<file path="src/rtl/tis_pkg.sv">
// -----------------------------------------------------------------------------
// tis_pkg
// Shared definitions for the TIS node datapath:
//   - op_code constants driven by the node sequencer
//   - source/destination code offsets (relative to the NPORTS port codes)
//   - datapath FSM state type
//   - generic symmetric saturation helper (DW+1 -> DW, for DW up to 63)
// -----------------------------------------------------------------------------
package tis_pkg;

    localparam logic [2:0] OP_NOP = 3'd0;
    localparam logic [2:0] OP_MOV = 3'd1;
    localparam logic [2:0] OP_ADD = 3'd2;
    localparam logic [2:0] OP_SUB = 3'd3;
    localparam logic [2:0] OP_NEG = 3'd4;
    localparam logic [2:0] OP_SWP = 3'd5;
    localparam logic [2:0] OP_SAV = 3'd6;

    // Codes 0..NPORTS-1 address neighbour ports; these follow directly after.
    localparam int SRC_ACC_OFS = 0;
    localparam int SRC_IMM_OFS = 1;
    localparam int SRC_NIL_OFS = 2;
    localparam int SRC_ANY_OFS = 3;

    // Working width of the saturation helper; callers sign-extend into it.
    localparam int SAT_W = 64;

    typedef enum logic [1:0] {
        ST_IDLE,
        ST_READ,
        ST_WRITE,
        ST_COMMIT
    } state_t;

    // Clamp to the symmetric range [-(2^(dw-1)-1), 2^(dw-1)-1]. The most
    // negative code is excluded so that negating ACC can never overflow.
    function automatic logic signed [SAT_W-1:0] sat(input logic signed [SAT_W-1:0] x,
                                                    input int dw);
        logic signed [SAT_W-1:0] lim;
        lim = (64'sd1 <<< (dw - 1)) - 64'sd1;
        if (x > lim)       return lim;
        else if (x < -lim) return -lim;
        else               return x;
    endfunction

endpackage

</file>
<file path="src/rtl/tis_node_datapath_if.sv">
// -----------------------------------------------------------------------------
// tis_node_datapath_if
// Bundles the sequencer op handshake, the neighbour port handshakes and the
// ACC status outputs of one TIS node datapath.
//   slave  : the datapath (tis_node_datapath)
//   master : the environment (sequencer + neighbour links)
// Signals:
//   op_valid/op_ready/op_code/op_src/op_dst/op_imm/op_done : op handshake
//   in_data/in_valid/in_ready                              : inbound words
//   out_data/out_valid/out_ready                           : outbound word
//   acc_out/acc_zero/acc_neg                               : registered ACC
// -----------------------------------------------------------------------------
interface tis_node_datapath_if #(
    parameter int DW     = 8,
    parameter int NPORTS = 4
);
    localparam int SW = $clog2(NPORTS + 4);

    logic                   op_valid;
    logic                   op_ready;
    logic [2:0]             op_code;
    logic [SW-1:0]          op_src;
    logic [SW-1:0]          op_dst;
    logic signed [DW-1:0]   op_imm;
    logic                   op_done;

    logic [NPORTS*DW-1:0]   in_data;
    logic [NPORTS-1:0]      in_valid;
    logic [NPORTS-1:0]      in_ready;

    logic signed [DW-1:0]   out_data;
    logic [NPORTS-1:0]      out_valid;
    logic [NPORTS-1:0]      out_ready;

    logic signed [DW-1:0]   acc_out;
    logic                   acc_zero;
    logic                   acc_neg;

    modport slave (
        input  op_valid, op_code, op_src, op_dst, op_imm,
        input  in_data, in_valid, out_ready,
        output op_ready, op_done, in_ready, out_data, out_valid,
        output acc_out, acc_zero, acc_neg
    );

    modport master (
        output op_valid, op_code, op_src, op_dst, op_imm,
        output in_data, in_valid, out_ready,
        input  op_ready, op_done, in_ready, out_data, out_valid,
        input  acc_out, acc_zero, acc_neg
    );

endinterface

</file>
<file path="src/rtl/tis_port_arb.sv">
// -----------------------------------------------------------------------------
// tis_port_arb
// Fixed-priority arbiter for ANY-source reads: grants the lowest-index
// requesting port. Purely combinational; grant is one-hot or all-zero.
// Ports:
//   req : per-port request (neighbour in_valid)
//   gnt : one-hot grant
// -----------------------------------------------------------------------------
module tis_port_arb #(
    parameter int NPORTS = 4
) (
    input  logic [NPORTS-1:0] req,
    output logic [NPORTS-1:0] gnt
);

    logic found;

    always_comb begin
        gnt   = '0;
        found = 1'b0;
        for (int i = 0; i < NPORTS; i++) begin
            if (req[i] && !found) begin
                gnt[i] = 1'b1;
                found  = 1'b1;
            end
        end
    end

endmodule

</file>
<file path="src/rtl/tis_node_datapath.sv">
// -----------------------------------------------------------------------------
// tis_node_datapath
// TIS-100 style node datapath: owns ACC and BAK, executes one op at a time
// from the sequencer, reads operands from internal sources or neighbour ports
// (valid/ready), writes MOV results to a neighbour port, saturates every ACC
// write to the symmetric signed range.
// Ports:
//   clk   : rising-edge clock
//   reset : asynchronous active-high reset
//   bus   : tis_node_datapath_if.slave (op handshake, port links, ACC status)
// Op flow: IDLE -accept-> READ (MOV/ADD/SUB) -> WRITE (MOV to port) -> COMMIT,
// or IDLE -> COMMIT directly for NEG/SWP/SAV/NOP. op_done pulses in COMMIT.
// -----------------------------------------------------------------------------
module tis_node_datapath
    import tis_pkg::*;
#(
    parameter int  DW     = 8,
    parameter int  NPORTS = 4,
    localparam int SW     = $clog2(NPORTS + 4)
) (
    input  logic              clk,
    input  logic              reset,
    tis_node_datapath_if.slave bus
);

    localparam logic [SW-1:0] CODE_NPORTS = SW'(NPORTS);
    localparam logic [SW-1:0] CODE_ACC    = SW'(NPORTS + SRC_ACC_OFS);
    localparam logic [SW-1:0] CODE_IMM    = SW'(NPORTS + SRC_IMM_OFS);
    localparam logic [SW-1:0] CODE_ANY    = SW'(NPORTS + SRC_ANY_OFS);

    state_t                 state_q, state_d;
    logic [2:0]             code_q;
    logic [SW-1:0]          src_q, dst_q;
    logic signed [DW-1:0]   imm_q, opnd_q, acc_q, bak_q;

    logic signed [DW-1:0]   cap_val, acc_d, bak_d, port_word;
    logic                   cap;
    logic                   src_is_port, src_is_any, dst_is_port, dst_is_acc;
    logic [NPORTS-1:0]      src_oh, dst_oh, any_gnt, rd_sel;
    logic signed [DW:0]     acc_w, opnd_w;

    function automatic logic signed [DW-1:0] clamp(input logic signed [DW:0] x);
        logic signed [SAT_W-1:0] y;
        y = sat(SAT_W'(x), DW);
        return y[DW-1:0];
    endfunction

    // Codes at or above NPORTS that are not ACC/IMM/ANY fall through to NIL.
    assign src_is_port = (src_q < CODE_NPORTS);
    assign src_is_any  = (src_q == CODE_ANY);
    assign dst_is_port = (dst_q < CODE_NPORTS);
    assign dst_is_acc  = (dst_q == CODE_ACC);

    always_comb begin
        for (int i = 0; i < NPORTS; i++) begin
            src_oh[i] = (src_q == SW'(i));
            dst_oh[i] = (dst_q == SW'(i));
        end
    end

    tis_port_arb #(.NPORTS(NPORTS)) u_arb (
        .req (bus.in_valid),
        .gnt (any_gnt)
    );

    // Ready is only ever offered on the single port being read.
    always_comb begin
        rd_sel = '0;
        if (state_q == ST_READ) begin
            if (src_is_port)     rd_sel = src_oh;
            else if (src_is_any) rd_sel = any_gnt;
        end
    end

    always_comb begin
        port_word = '0;
        for (int i = 0; i < NPORTS; i++) begin
            if (rd_sel[i]) port_word = bus.in_data[i*DW +: DW];
        end
    end

    always_comb begin
        state_d = state_q;
        cap     = 1'b0;
        cap_val = '0;
        case (state_q)
            ST_IDLE: begin
                if (bus.op_valid) begin
                    case (bus.op_code)
                        OP_MOV, OP_ADD, OP_SUB: state_d = ST_READ;
                        default:                state_d = ST_COMMIT;
                    endcase
                end
            end
            ST_READ: begin
                if (src_is_port || src_is_any) begin
                    cap     = |(rd_sel & bus.in_valid);
                    cap_val = port_word;
                end else begin
                    cap = 1'b1;
                    case (src_q)
                        CODE_ACC: cap_val = acc_q;
                        CODE_IMM: cap_val = imm_q;
                        default:  cap_val = '0;
                    endcase
                end
                if (cap) begin
                    state_d = (code_q == OP_MOV && dst_is_port) ? ST_WRITE : ST_COMMIT;
                end
            end
            ST_WRITE: begin
                if (|(dst_oh & bus.out_ready)) state_d = ST_COMMIT;
            end
            ST_COMMIT: state_d = ST_IDLE;
            default:   state_d = ST_IDLE;
        endcase
    end

    assign acc_w  = (DW+1)'(acc_q);
    assign opnd_w = (DW+1)'(opnd_q);

    always_comb begin
        acc_d = acc_q;
        bak_d = bak_q;
        if (state_q == ST_COMMIT) begin
            case (code_q)
                OP_MOV: if (dst_is_acc) acc_d = clamp(opnd_w);
                OP_ADD: acc_d = clamp(acc_w + opnd_w);
                OP_SUB: acc_d = clamp(acc_w - opnd_w);
                OP_NEG: acc_d = clamp(-acc_w);
                OP_SWP: begin
                    acc_d = bak_q;
                    bak_d = acc_q;
                end
                OP_SAV: bak_d = acc_q;
                default: ;
            endcase
        end
    end

    always_ff @(posedge clk or posedge reset) begin
        if (reset) begin
            state_q <= ST_IDLE;
            code_q  <= OP_NOP;
            src_q   <= '0;
            dst_q   <= '0;
            imm_q   <= '0;
            opnd_q  <= '0;
            acc_q   <= '0;
            bak_q   <= '0;
        end else begin
            state_q <= state_d;
            if (state_q == ST_IDLE && bus.op_valid) begin
                code_q <= bus.op_code;
                src_q  <= bus.op_src;
                dst_q  <= bus.op_dst;
                imm_q  <= bus.op_imm;
            end
            if (cap) opnd_q <= cap_val;
            acc_q <= acc_d;
            bak_q <= bak_d;
        end
    end

    assign bus.op_ready  = (state_q == ST_IDLE);
    assign bus.op_done   = (state_q == ST_COMMIT);
    assign bus.in_ready  = rd_sel;
    assign bus.out_valid = (state_q == ST_WRITE) ? dst_oh : '0;
    assign bus.out_data  = (state_q == ST_WRITE) ? opnd_q : '0;
    assign bus.acc_out   = acc_q;
    assign bus.acc_zero  = (acc_q == '0);
    assign bus.acc_neg   = acc_q[DW-1];

endmodule

</file>
<file path="src/flat_wrapper.sv">
// flat-port wrapper written by rule: the top's interface ports become plain ports
module tis_node_datapath_flat import tis_pkg::*;
#(
    parameter int  DW     = 8,
    parameter int  NPORTS = 4,
    localparam int SW     = $clog2(NPORTS + 4)
)
  (clk, reset, bus_op_valid, bus_op_code, bus_op_src, bus_op_dst, bus_op_imm, bus_in_data, bus_in_valid, bus_out_ready, bus_op_ready, bus_op_done, bus_in_ready, bus_out_data, bus_out_valid, bus_acc_out, bus_acc_zero, bus_acc_neg);
  tis_node_datapath_if #(.DW(DW), .NPORTS(NPORTS)) bus_i ();
  input  logic clk;
  input  logic reset;
  input wire logic [$bits(bus_i.op_valid)-1:0] bus_op_valid;
  input wire logic [$bits(bus_i.op_code)-1:0] bus_op_code;
  input wire logic [$bits(bus_i.op_src)-1:0] bus_op_src;
  input wire logic [$bits(bus_i.op_dst)-1:0] bus_op_dst;
  input wire logic [$bits(bus_i.op_imm)-1:0] bus_op_imm;
  input wire logic [$bits(bus_i.in_data)-1:0] bus_in_data;
  input wire logic [$bits(bus_i.in_valid)-1:0] bus_in_valid;
  input wire logic [$bits(bus_i.out_ready)-1:0] bus_out_ready;
  output wire logic [$bits(bus_i.op_ready)-1:0] bus_op_ready;
  output wire logic [$bits(bus_i.op_done)-1:0] bus_op_done;
  output wire logic [$bits(bus_i.in_ready)-1:0] bus_in_ready;
  output wire logic [$bits(bus_i.out_data)-1:0] bus_out_data;
  output wire logic [$bits(bus_i.out_valid)-1:0] bus_out_valid;
  output wire logic [$bits(bus_i.acc_out)-1:0] bus_acc_out;
  output wire logic [$bits(bus_i.acc_zero)-1:0] bus_acc_zero;
  output wire logic [$bits(bus_i.acc_neg)-1:0] bus_acc_neg;
  assign bus_i.op_valid = bus_op_valid;
  assign bus_i.op_code = bus_op_code;
  assign bus_i.op_src = bus_op_src;
  assign bus_i.op_dst = bus_op_dst;
  assign bus_i.op_imm = bus_op_imm;
  assign bus_i.in_data = bus_in_data;
  assign bus_i.in_valid = bus_in_valid;
  assign bus_i.out_ready = bus_out_ready;
  assign bus_op_ready = bus_i.op_ready;
  assign bus_op_done = bus_i.op_done;
  assign bus_in_ready = bus_i.in_ready;
  assign bus_out_data = bus_i.out_data;
  assign bus_out_valid = bus_i.out_valid;
  assign bus_acc_out = bus_i.acc_out;
  assign bus_acc_zero = bus_i.acc_zero;
  assign bus_acc_neg = bus_i.acc_neg;
  tis_node_datapath #(.DW(DW), .NPORTS(NPORTS)) u_core (.clk(clk), .reset(reset), .bus(bus_i));
endmodule
</file>
<file path="config.mk">
export PLATFORM = sky130hd
export DESIGN_NAME = tis_node_datapath_flat
export DESIGN_NICKNAME = d
export VERILOG_FILES = /design/src/rtl/tis_pkg.sv /design/src/rtl/tis_node_datapath_if.sv /design/src/rtl/tis_port_arb.sv /design/src/rtl/tis_node_datapath.sv /design/src/flat_wrapper.sv
export SDC_FILE = /design/constraint.sdc
export NUM_CORES = 1
export LEC_CHECK = 0
export ABC_CLOCK_PERIOD_IN_PS = 4130
export CAP_MARGIN = 10
export CORE_MARGIN = 2
export CORE_UTILIZATION = 50
export CTS_BUF_LIST = sky130_fd_sc_hd__clkbuf_4 sky130_fd_sc_hd__clkbuf_8 sky130_fd_sc_hd__clkbuf_16
export DETAILED_ROUTE_END_ITERATION = 12
export PLACE_DENSITY = 0.79
export SYNTH_ARGS = -nofsm -noshare
export SYNTH_HDL_FRONTEND = slang
export SYNTH_SLANG_ARGS = --single-unit
</file>
<file path="constraint.sdc">
create_clock -name clk -period 4.13 [get_ports clk]
set_input_delay 0.6195 -clock clk [delete_from_list [all_inputs] [get_ports clk]]
set_output_delay 0.6195 -clock clk [all_outputs]
set_load 0.02 [all_outputs]
</file>
Yosys cells after proc, flatten, opt, wreduce, memory -nomap -nowiden
Cells that the tools add are included.
{ "word_totals": {"register_bits": 43, "inputBits": 60, "output_inout_bits": 28, "wordCells": 107} }
{ "op_classes": {"magnitude_cmp": 10, "n_eq_ne": 26, "add_sub_neg": 3, "muxes": 37, "n_reduce_logical": 21, "bitwise_logic": 2} }
{ "ops": {"columns": ["cell", "count"], "rows": [
  ["two-way mux 8 bit", 16],
  ["case mux 8 bit (5 select lines)", 1],
  ["> comparator 9 x 8 -> 1 bit (second input constant)", 3],
  ["less-than comparator 9 x 8 -> 1 bit (second input constant)", 3],
  ["== test 3 x 2 -> 1 bit (second input constant)", 8],
  ["== test 3 bit (second input constant)", 7],
  ["two-way mux 4 bit", 4],
  ["case mux 8 bit (2 select lines)", 1],
  ["== test 3 x 1 -> 1 bit (second input constant)", 4],
  ["two-way mux 1 bit", 10],
  ["adder 8 x 8 -> 9 bit", 1],
  ["negation 8 -> 9 bit", 1],
  ["subtractor 8 x 8 -> 9 bit", 1],
  ["bitwise AND 4 bit", 2],
  ["> comparator 8 bit (second input constant)", 1],
  ["logical NOT 8 bit", 1],
  ["less-than comparator 8 bit (second input constant)", 1],
  ["two-way mux 2 bit", 4],
  ["case mux 2 bit (4 select lines)", 1],
  ["OR reduction 4 bit", 2],
  ["logical NOT 3 bit", 2],
  ["less-than comparator 3 bit (second input constant)", 2],
  ["AND reduction 3 bit", 2],
  ["logical AND 1 bit", 5],
  ["11 further kinds", 16]
]} }

Depth between registers and ports, before layout
{ "logic_depth": {"depth_word": 19, "mapped_depth": 13} }

Cells and area by module
A second synthesis with hierarchy kept.
{ "hier_totals": {"hier_cells": 454, "hier_area_um2": 3995.1} }
{ "modules_own_cells": {"columns": ["mod", "cells_per_inst", "seq_area_each_um2", "n_inst", "area_per_inst_um2"], "rows": [
  ["tis_node_datapath", 450, 1076.0, 1, 3958.8],
  ["tis_port_arb", 4, 0.0, 1, 36.3]
]} }

Least setup slack after synthesis
Ideal clock, no wire load.
{ "synth_timing": {"path_type": "reg2reg", "startpoint": "register u_core.acc_q[0], in the netlist u_core.bus.acc_out[0]", "endpoint": "register u_core.acc_q[2], in the netlist u_core.bus.acc_out[2]", "arrival_ns": 2.787, "setup_time_ns": 0.141, "setup_slack_ns": 1.201, "period_less_slack_ns": 2.929, "required_ns": 3.989, "stages_incl_launch_ff": 13, "cell_sequence": "dfrtp_1 > inv_1 > ha_1 > inv_1 > fa_1 > a211oi_1 > nor2_1 > xor2_1 > nor4b_1 > nand4_1 > a32o_1 > o311ai_1 > a41oi_1"} }
{ "synth_between": {"elab_chain_len": 5, "word_cells_on_any_way": 16} }
{ "synth_rtl": {"columns": ["element", "line_no", "text"], "rows": [
  ["start, declared", "tis_node_datapath.sv:34", "logic signed [DW-1:0] imm_q, opnd_q, acc_q, bak_q;"],
  ["start signal, assigned", "tis_node_datapath.sv:149", "acc_q <= '0;"],
  ["start signal, assigned", "tis_node_datapath.sv:160", "acc_q <= acc_d;"],
  ["negation 8 -> 9 bit (tied with other cells)", "tis_node_datapath.sv:130", "OP_NEG: acc_d = clamp(-acc_w);"],
  ["less-than comparator 9 x 8 -> 1 bit", "tis_pkg.sv:42", "else if (x < -lim) return -lim;"],
  ["two-way mux 8 bit", "tis_pkg.sv:42", null],
  ["two-way mux 8 bit", "tis_pkg.sv:41", "if (x > lim) return lim;"],
  ["case mux 8 bit (5 select lines) *", "tis_node_datapath.sv:126", "case (code_q)"]
]} }
Mark *: on every way between the ends. The rest lies on a longest branch, timed or not.
A chain may end at the register's enable or synchronous reset.

Worst setup path in the final report
{ "layout_timing": {"startpoint": "input port bus_in_valid[0]", "endpoint": "output port bus_in_ready[3]"} }
{ "layout_between": {"elab_chain_len": 13} }
{ "layout_rtl": {"columns": ["element", "line_no", "text"], "rows": [
  ["start, declared", "flat_wrapper.sv:18", "input wire logic [$bits(bus_i.in_valid)-1:0] bus_in_valid;"],
  ["two-way mux 1 bit *", "tis_port_arb.sv:22", "if (req[i] && !found) begin"],
  ["logical NOT 1 bit", "tis_port_arb.sv:22", null],
  ["logical AND 1 bit", "tis_port_arb.sv:22", null],
  ["two-way mux 1 bit *", "tis_port_arb.sv:22", null],
  ["logical NOT 1 bit", "tis_port_arb.sv:22", null],
  ["logical AND 1 bit", "tis_port_arb.sv:22", null],
  ["two-way mux 1 bit *", "tis_port_arb.sv:22", null],
  ["logical NOT 1 bit *", "tis_port_arb.sv:22", null],
  ["logical AND 1 bit *", "tis_port_arb.sv:22", null],
  ["two-way mux 1 bit *", "tis_port_arb.sv:22", null],
  ["two-way mux 4 bit *", "tis_node_datapath.sv:71", "else if (src_is_any) rd_sel = any_gnt;"],
  ["two-way mux 4 bit *", "tis_node_datapath.sv:70", "if (src_is_port) rd_sel = src_oh;"],
  ["two-way mux 4 bit *", "tis_node_datapath.sv:69", "if (state_q == ST_READ) begin"],
  ["end, declared", "flat_wrapper.sv:22", "output wire logic [$bits(bus_i.in_ready)-1:0] bus_in_ready;"]
]} }
Marked as above.

==> flow_summary_export.csv <==
group,metric,value,unit
clock_network,clock_latency,0.32,ns
die,num_io_pins,88,
global_routing,antenna_found_initial,0,
yosys,syn_nets,543,
yosys,yosys_warnings,0,
yosys,netlist_instances,458,
pwr,leakage,1.989,nW
place,io_buffers,87,
routing,drc,0,
routing,drt-total-wl,11960,microns
routing,viasPerCell,6.330,
global_routing,track_usage,27.17,%
sta,fin_setup_tns,0,ns
finish,diodes,0,
finish,area_growth,23.42,%
worst_hold_path,hp-start,"u_core.bak_q[7]",
die,die_w,93.64,microns
routing,ant_nets,0,
die,die-area,8768,sq um
sta,max_freq,303.8,MHz
pwr,power_density,829.8,nW/um^2
sta,rsz0062_at_grt,"no",
yosys,synth_top_flop_cell,"dfrtp_1",
routing,maxUsedRoutingLayer,"met4",
global_routing,grt_overflow,0,
critical_path,r2r-end,"u_core.bus.acc_out[2]",
flow_run,cap_viol_max_count,0,
die,core-area,7767,sq um
routing,vias,3969,
routing,drtIter0Drc,348,
critical_path,start_kind,"primary input",
global_routing,grt_pass1_wl,18570,microns
global_routing,grt_max_degree,44,
finish,drive_gt1_share,11.05,%
routing,wl_per_cell,19.07,microns
sta,drv_slew,0,
critical_path,worstPathArrival,2.67,ns
finish,fin_area,4959,sq um
worst_hold_path,hp-class,"reg -> reg",
global_routing,grt_pass1_vias,3772,
clock_network,cts_tree,"yes",
worst_hold_path,hold_depth,1,
clock_network,post_cts_resized,0,
routing,route.met3.wl,915,microns
finish,finalNetCount,609,
die,initial_core_util,51.72,%
routing,drt_first_pass_iters,5,
clock_network,htreeDepth,2,
routing,met2_wirelength,5793,microns
place,placed_cell_area,4863,sq um
finish,layout_commonest_cell,"clkdlybuf4s50_1",
critical_path,reg2reg_from,"u_core.bus.acc_out[0]",
finish,fill_cells,690,
clock_network,ctsLongestPathBuffers,2,
die,rows,32,
sta,tightestPinTransition,0.8801,ns
place,dp_hpwl,9199,microns
yosys,synth-async-reset-ratio,100.0,%
clock_network,cts-root-buf,"clkbuf_8",
sta,min_period,3.292,ns
clock_network,clk_pin_slew_worst_paths,0.09,ns
yosys,seq_area_frac_synth,26.78,%
critical_path,cp-end-kind,"output port",
yosys,avgSynthCellArea,8.772,sq um
clock_network,post-cts-setup-buffers,0,
critical_path,r2r_slack,0.86,ns
clock_network,cts_buffers,5,
die,die_h,93.64,microns
critical_path,cp_max_fo,10,
finish,layout_common_cells,"clkdlybuf4s50_1, dfrtp_1, a21oi_1",
yosys,synth-seq-cells,43,
sta,max_slew_margin,41.33,%
yosys,synth_cell_types,81,
pwr,ir_worst_vdd,0.4602,mV
outcome,status,"complete, no violations",
finish,fin_cells,627,
critical_path,cp_data_required_time,3.51,ns
sta,hold_violations,0,
clock_network,cts_sinks,43,
pwr,total_power,0.004115,W
critical_path,rr_worst_depth,12,
critical_path,crit_type,"in -> out",
sta,fin_crit_sh,79.71,%
clock_network,postCtsHoldBufs,0,
yosys,synth_area,4018,sq um
sta,final.setup_skew,0.01306,ns
sta,setup_viol,0,
routing,wl_met1,4946,microns
worst_hold_path,holdPathEnd,"u_core.bak_q[7]",
place,place.gp.congestion,0.9473,
place,place_inst,619,
yosys,synth_edf_count,0,
## synthesized netlist by cell type, types with 6 or more instances
| library cell | instances | area [sq um] |
|---|---|---|
| nand2b_1 | 15 | 93.84 |
| ha_1 | 23 | 287.8 |
| nor3_1 | 7 | 35.03 |
| and2_1 | 14 | 87.58 |
| mux2_2 | 25 | 281.5 |
| o22ai_1 | 8 | 50.05 |
| dfrtp_1 | 43 | 1076 |
| nand2_1 | 29 | 108.9 |
| a21oi_1 | 37 | 185.2 |
| clkbuf_1 | 13 | 48.80 |
| o21ai_0 | 18 | 90.09 |
| nor2_1 | 30 | 112.6 |
| a31oi_1 | 8 | 50.05 |
| nor2b_1 | 15 | 93.84 |
| buf_2 | 8 | 40.04 |
| a21o_1 | 10 | 75.07 |
| a221oi_1 | 8 | 70.07 |
| inv_1 | 17 | 63.81 |
| a222oi_1 | 9 | 90.09 |
| xnor2_1 | 6 | 52.55 |
## critical path, cell delays in order
cell and delay, ns:
clkdlybuf4s50_1 0.48, or4b_4 0.56, a21oi_4 0.32, clkdlybuf4s50_1 0.68
## worst max path at each step
stage,startpoint,depth (start not counted),slack [ns],to
floorplan,u_core.bus.acc_out[0],12,1.20,u_core.bus.acc_out[2]
global placement,bus_in_valid[0],9,0.91,u_core.opnd_q[6]
detailed placement,bus_in_valid[0],9,0.86,u_core.opnd_q[6]
CTS,bus_in_valid[0],4,0.87,bus_in_ready[3]
global route,u_core.bus.acc_out[0],12,0.61,u_core.bus.acc_out[2]
finish,bus_in_valid[0],4,0.84,bus_in_ready[3]
## logic make-up (layout without fill, tap and decap cells)
| logic type | Yosys count | count (layout) | synth area share (%) |
|---|---|---|---|
| mux | 26 | 26 | 7.568 |
| simple gates | 154 | 154 | 21.61 |
| buf+inv | 47 | 114 | 5.761 |
| fa+ha+maj | 25 | 25 | 8.160 |
| compound gates | 152 | 152 | 27.53 |
| xor+xnor | 11 | 11 | 2.585 |
| flops | 43 | 43 | 26.78 |
## power by group
part | internal, W | leakage [nW] | switching [W]
clock network | 0.000125 | 0.0491 | 0.000171
registers | 0.000613 | 0.533 | 0.000390
logic | 0.00123 | 1.41 | 0.00159
total | 0.00196 | 1.99 | 0.00215
## flip-flops by register name, summed over array words and instances, names as in the netlist
register / cells
u_core.bak_q: 8
u_core.bus.acc_out: 8
u_core.imm_q: 8
u_core.opnd_q: 8
u_core.code_q: 3
u_core.dst_q: 3
u_core.src_q: 3
u_core.state_q: 2
## cell type report
type	count	area, sq um	share of cell area [%]
flip-flops and latches	43	1076	21.70
inverters	17	63.81	1.287
repair buffers	89	885.9	17.87
multi-input cells	368	2710	54.66
clock buffers	5	68.82	1.388
well taps	102	127.6	2.574
clock inverters	3	26.28	0.5299
## routing by layer
layer,track usage [%],vias to the layer above
li1,-,1850
met1,34.99,1899
met2,46.04,190
met3,4.835,30
met4,9.300,0
met5,0,-
## metrics by stage
step           utilization, %  hold WS (ns)  setup WS [ns]
2_1_floorplan               -        0.4753          1.201
3_3_place_gp            62.61        0.4855         0.9126
3_5_place_dp            62.61        0.4913         0.8581
4_1_cts                 63.84        0.5116         0.8651
5_1_grt                 63.84        0.5311         0.6102
6_report                63.84        0.5102         0.8379
Power figures use the tool's default switching activity.
